[config.mk]
export PLATFORM = sky130hd
export DESIGN_NAME = long_division_arbiter
export DESIGN_NICKNAME = d
export VERILOG_FILES = /design/src/rtl/long_division_arbiter.sv
export SDC_FILE = /design/constraint.sdc
export NUM_CORES = 1
export LEC_CHECK = 0
export ABC_AREA = 0
export BUFFER_PORTS_ARGS = -buffer_cell sky130_fd_sc_hd__buf_2
export CAP_MARGIN = 25
export CORE_AREA = 8 8 152 154
export CTS_CLUSTER_DIAMETER = 120
export DETAILED_ROUTE_END_ITERATION = 8
export DIE_AREA = 0 0 160 162
export PLACE_DENSITY = 0.66
export SETUP_SLACK_MARGIN = 0.02
export SLEW_MARGIN = 20
export SYNTH_ARGS = -nofsm -noshare
export SYNTH_HDL_FRONTEND = slang
export SYNTH_SLANG_ARGS = --single-unit
[constraint.sdc]
create_clock -name clk -period 4.1 [get_ports clk]
set_input_delay 0.615 -clock clk [delete_from_list [all_inputs] [get_ports clk]]
set_output_delay 0.615 -clock clk [all_outputs]
set_load 0.01 [all_outputs]
[src/rtl/long_division_arbiter.sv]
// Round-robin arbiter sharing one long_division_core between several requesters.
// One division is in flight at a time; its result is held until the owner accepts it.
module long_division_arbiter #(
    parameter int unsigned NR_OF_REQ_P = 4,
    parameter int unsigned N_BITS_P    = 32,
    parameter int unsigned Q_BITS_P    = 15
) (
    input  logic                            clk,
    input  logic                            rst_n,
    input  logic [NR_OF_REQ_P-1:0]          req_valid,
    output logic [NR_OF_REQ_P-1:0]          req_ready,
    input  logic [NR_OF_REQ_P*N_BITS_P-1:0] req_dividend,
    input  logic [NR_OF_REQ_P*N_BITS_P-1:0] req_divisor,
    output logic [NR_OF_REQ_P-1:0]          rsp_valid,
    input  logic [NR_OF_REQ_P-1:0]          rsp_ready,
    output logic [N_BITS_P-1:0]             rsp_quotient,
    output logic                            rsp_overflow,
    output logic                            core_valid,
    input  logic                            core_ready,
    output logic [N_BITS_P-1:0]             core_dividend,
    output logic [N_BITS_P-1:0]             core_divisor,
    input  logic                            core_egr_valid,
    input  logic [N_BITS_P-1:0]             core_quotient,
    input  logic                            core_overflow,
    output logic                            busy
);

    localparam int unsigned IDX_W = (NR_OF_REQ_P > 1) ? $clog2(NR_OF_REQ_P) : 1;

    // Q_BITS_P only documents the fixed-point format; reject nonsensical configurations.
    if (NR_OF_REQ_P < 2 || Q_BITS_P >= N_BITS_P) begin : g_param_check
        $error("long_division_arbiter: invalid parameter set");
    end

    typedef enum logic [1:0] {
        ST_IDLE,
        ST_ISSUE,
        ST_WAIT,
        ST_RESP
    } state_t;

    state_t                   state, state_d;
    logic [IDX_W-1:0]         grant, grant_d;
    logic [IDX_W-1:0]         last_grant, last_grant_d;
    logic [IDX_W-1:0]         win, cand;
    logic                     found;
    logic                     core_valid_d;
    logic [N_BITS_P-1:0]      core_dividend_d, core_divisor_d;
    logic [NR_OF_REQ_P-1:0]   rsp_valid_d;
    logic [N_BITS_P-1:0]      rsp_quotient_d;
    logic                     rsp_overflow_d;
    logic                     busy_d;
    logic [NR_OF_REQ_P-1:0]   req_ready_c;

    // Accept strobe is combinational so the winner's handshake closes in the IDLE cycle.
    assign req_ready = req_ready_c;

    // Round-robin search, next-state and next-output logic.
    always_comb begin
        state_d         = state;
        grant_d         = grant;
        last_grant_d    = last_grant;
        core_valid_d    = core_valid;
        core_dividend_d = core_dividend;
        core_divisor_d  = core_divisor;
        rsp_valid_d     = rsp_valid;
        rsp_quotient_d  = rsp_quotient;
        rsp_overflow_d  = rsp_overflow;
        req_ready_c     = '0;
        found           = 1'b0;
        win             = '0;
        cand            = '0;

        // Search starts just after the previous winner so every requester gets its turn.
        for (int unsigned i = 1; i <= NR_OF_REQ_P; i++) begin
            cand = IDX_W'((32'(last_grant) + i) % NR_OF_REQ_P);
            if (!found && req_valid[cand]) begin
                found = 1'b1;
                win   = cand;
            end
        end

        case (state)
            ST_IDLE: begin
                if (found) begin
                    req_ready_c[win] = 1'b1;
                    core_dividend_d  = req_dividend[32'(win)*N_BITS_P +: N_BITS_P];
                    core_divisor_d   = req_divisor[32'(win)*N_BITS_P +: N_BITS_P];
                    grant_d          = win;
                    last_grant_d     = win;
                    core_valid_d     = 1'b1;
                    state_d          = ST_ISSUE;
                end
            end
            ST_ISSUE: begin
                if (core_valid && core_ready) begin
                    core_valid_d = 1'b0;
                    state_d      = ST_WAIT;
                end
            end
            ST_WAIT: begin
                if (core_egr_valid) begin
                    rsp_quotient_d     = core_quotient;
                    rsp_overflow_d     = core_overflow;
                    rsp_valid_d        = '0;
                    rsp_valid_d[grant] = 1'b1;
                    state_d            = ST_RESP;
                end
            end
            ST_RESP: begin
                if (rsp_valid[grant] && rsp_ready[grant]) begin
                    rsp_valid_d = '0;
                    state_d     = ST_IDLE;
                end
            end
            default: state_d = ST_IDLE;
        endcase

        busy_d = (state_d != ST_IDLE);
    end

    // State and registered outputs.
    always_ff @(posedge clk or negedge rst_n) begin
        if (!rst_n) begin
            state         <= ST_IDLE;
            grant         <= '0;
            last_grant    <= IDX_W'(NR_OF_REQ_P - 1);
            core_valid    <= 1'b0;
            core_dividend <= '0;
            core_divisor  <= '0;
            rsp_valid     <= '0;
            rsp_quotient  <= '0;
            rsp_overflow  <= 1'b0;
            busy          <= 1'b0;
        end else begin
            state         <= state_d;
            grant         <= grant_d;
            last_grant    <= last_grant_d;
            core_valid    <= core_valid_d;
            core_dividend <= core_dividend_d;
            core_divisor  <= core_divisor_d;
            rsp_valid     <= rsp_valid_d;
            rsp_quotient  <= rsp_quotient_d;
            rsp_overflow  <= rsp_overflow_d;
            busy          <= busy_d;
        end
    end

endmodule

==> results.cfg <==
[critical_path]
critPathMaxFanout = 23
endpoint_kind = output pin
worstSetupEndpoint = req_ready[0]
ff2ff_path_depth = 6
startpoint_type = flop
rr_endpoint = core_dividend[6]$_DFFE_PN0P_
crit_type = flop to output pin
cp.arrival_ns = 2.57
r2r_setup_slack_ns = 1.30
worstReg2RegStart = last_grant[0]$_DFFE_PN1P_
crit_chain = nand2b_1 > a21oi_4 > buf_4 > o31ai_4 > buf_4 > nor2_1 > buf_2
cp.required_ns = 3.48
slowest_delay_ns = 0.60
setup.worst_path.start = last_grant[0]$_DFFE_PN1P_
crit_slowest_cell = dfstp_2
cpMostUsedCell = buf_4

[pwr]
pwr-share-seq = 0.322
power_density_nw_per_um2 = 657
power_w = 0.00608
pwr-share-comb = 0.527
switching_share = 0.452
internal-power_w = 0.00333
p_leak_nw = 4.49
power_frac_clock = 0.151
irDropWorstVdd_mv = 0.307
p_switching_w = 0.00275

[timing]
fin_ws_ns = 0.917
hold_viol = 0
relSlewSlack = 0.319
max_clock_freq_ghz = 0.314
finClkSkew_ns = 0.0121
tns_ns = 0
worst_pin_slew_ns = 1.02
finalMaxSlewViolations = 0
fin_crit_ns = 3.18
setup_viol = 0
rsz0062_at_grt = false
post-route-period-util = 0.776

[logic_synthesis]
synth_edf_count = 0
syn_avg_cell_area_um2 = 9.65
synth_top_area_cell = dfrtp_1
synth_top_flop_cell = dfrtp_1
synth_common_cells = nand2_1, dfrtp_1, a211oi_2
synth.net_count = 990
synth-seq-cells = 109
synth-async-reset-ratio = 1.00
synth_area_leaders = dfrtp_1, a211oi_2, mux2i_1
syn_inst = 689
netlist_area_um2 = 6650
yosysWarnings = 0
synthMostInstantiatedCell = nand2_1
seq_area_frac_synth = 0.410
synth_cell_type_count = 43
synth_top_area_share = 0.403

[final_layout]
fin_area_um2 = 9250
synthToLayoutAreaGrowth_pct = 39.0
nFillCells = 2045
nets = 1365
drive_above_1_share = 0.514
fin_cells = 1345

[detailed_routing]
vias_per_cell = 4.94
vias = 6644
first_pass_iters = 5
drc = 0
drtIter0Drc = 350
antenna_left = 0
wl_per_cell_um = 19.1
wl_mm = 25.7

[global_route]
antenna_found_initial = 1
grt_max_degree = 45
grt_pass1_vias = 6935
grtUsageTotal = 0.189
grt_pass1_wl_mm = 39.4
overflow = 0

[cts]
clk_latency_ns = 0.36
clock-root-buffer = clkbuf_16
clock_sinks = 109
htreeDepth = 3
hold_buffers = 0
cts_tree = yes
clkTransAtPathRegs_ns = 0.09
cts.path.max_buffers = 2
ctsResizeCount = 0
post_cts_buffers = 0
cts_made_buffers = 9

[floorplanning]
die_area_um2 = 25900
num_rows = 53
core-area_um2 = 20700
chipHeight_um = 162
ios = 408
die_x_um = 160
floorplan.initialDensity = 0.321

[placement]
place_inst = 1328
numPortBuffers = 407
pre_cts_ws_ns = 0.987
postPlaceCellArea_um2 = 8930
dpl.hpwl_mm = 20.3
place_congestion = 0.826

[worst_hold_path]
hold_class = primary input to async pin

[outcome]
status = finished, final reports clean

[flow_run]
maxCapViolations = 0
[placed cells by master, fill, tap and decap left out, types with 2 or more instances in the layout]
cell type and n:
o211ai_1 2, nor3_4 2, buf_4 18, clkinv_8 2
o21ai_0 2, nor3_1 35, inv_1 2, dfstp_2 2
nor2_4 3, mux2i_1 65, nor2_1 78, a21oi_4 3
nand3_1 2, dfrtp_1 107, buf_2 406, clkbuf_16 9
nor3b_1 31, a211oi_1 38, a211oi_2 90, nand2b_1 4
a21oi_1 2, o21ai_1 2, nand2_1 140
[worst min-delay path by stage]
stage / slack, ns / startpoint / cells past startpoint / end
CTS: 0.24 / rst_n / 1 / rsp_quotient[2]$_DFFE_PN0P_
global route: 0.26 / rst_n / 1 / rsp_quotient[9]$_DFFE_PN0P_
floorplan: 0.32 / rst_n / 0 / busy$_DFF_PN0_
finish: 0.22 / rst_n / 1 / rsp_quotient[2]$_DFFE_PN0P_
detailed placement: 0.46 / rsp_quotient[2]$_DFFE_PN0P_ / 2 / rsp_quotient[2]$_DFFE_PN0P_
global placement: 0.45 / rsp_quotient[5]$_DFFE_PN0P_ / 2 / rsp_quotient[5]$_DFFE_PN0P_
[cell families (layout without fill, tap and decap cells)]
group                  after synthesis  after routing  synth area share
multiplexers                        65             65            0.0978
AO/OA/AOI/OAI                      150            150             0.239
flip-flops                         109            109             0.410
other                                0              1                 0
buffers and inverters               63            443            0.0485
AND/OR/NAND/NOR                    302            302             0.204
[registers in the layout (all words and copies together), names as in the netlist]
signal / count
core_valid: 1
rsp_overflow: 1
rsp_quotient: 32
core_dividend: 32
core_divisor: 32
grant: 2
rsp_valid: 4
busy: 1
last_grant: 2
state: 2
[critical path, delay by kind of cell (launching register included)]
| kind | cells | cell delay (ns) |
|---|---|---|
| AOI/OAI and AO/OA | 2 | 0.58 |
| buffers and inverters | 3 | 0.77 |
| DFF | 1 | 0.60 |
| and+or+nand+nor | 2 | 0.23 |
[layer usage]
layer / part of all wire / vias to the layer above / track usage
met3: 0.073 / 27 / 0.0488
met4: 0.019 / 0 / 0.0590
met2: 0.51 / 283 / 0.335
met5: 0 / - / 0
li1: - / 3212 / -
met1: 0.40 / 3122 / 0.221
[power groups by stage]
stage	sequential, W	combinational (W)	clock [W]
floorplan	0.00211	0.00191	0
global placement	0.00197	0.00320	0
detailed placement	0.00197	0.00328	0
CTS	0.00196	0.00328	0.000947
global route	0.00203	0.00351	0.000987
finish	0.00196	0.00320	0.000916
[layout make-up]
class	instances	area [um^2]	share of cell area
flip-flops and latches	109	2730	0.295
clock inverters	7	85.1	0.00920
repair buffers	425	2180	0.236
diodes	1	2.50	0.000271
clock buffers	9	225	0.0244
inverters	2	7.51	0.000812
well taps	275	344	0.0372
multi-input cells	517	3670	0.397
[per-stage QoR]
stage / util / hold WS, ns
4_1_cts: 0.447 / 0.237
2_1_floorplan: - / 0.319
3_3_place_gp: 0.431 / 0.453
5_1_grt: 0.447 / 0.260
6_report: 0.447 / 0.224
3_5_place_dp: 0.432 / 0.457
Power figures use the tool's default switching activity.
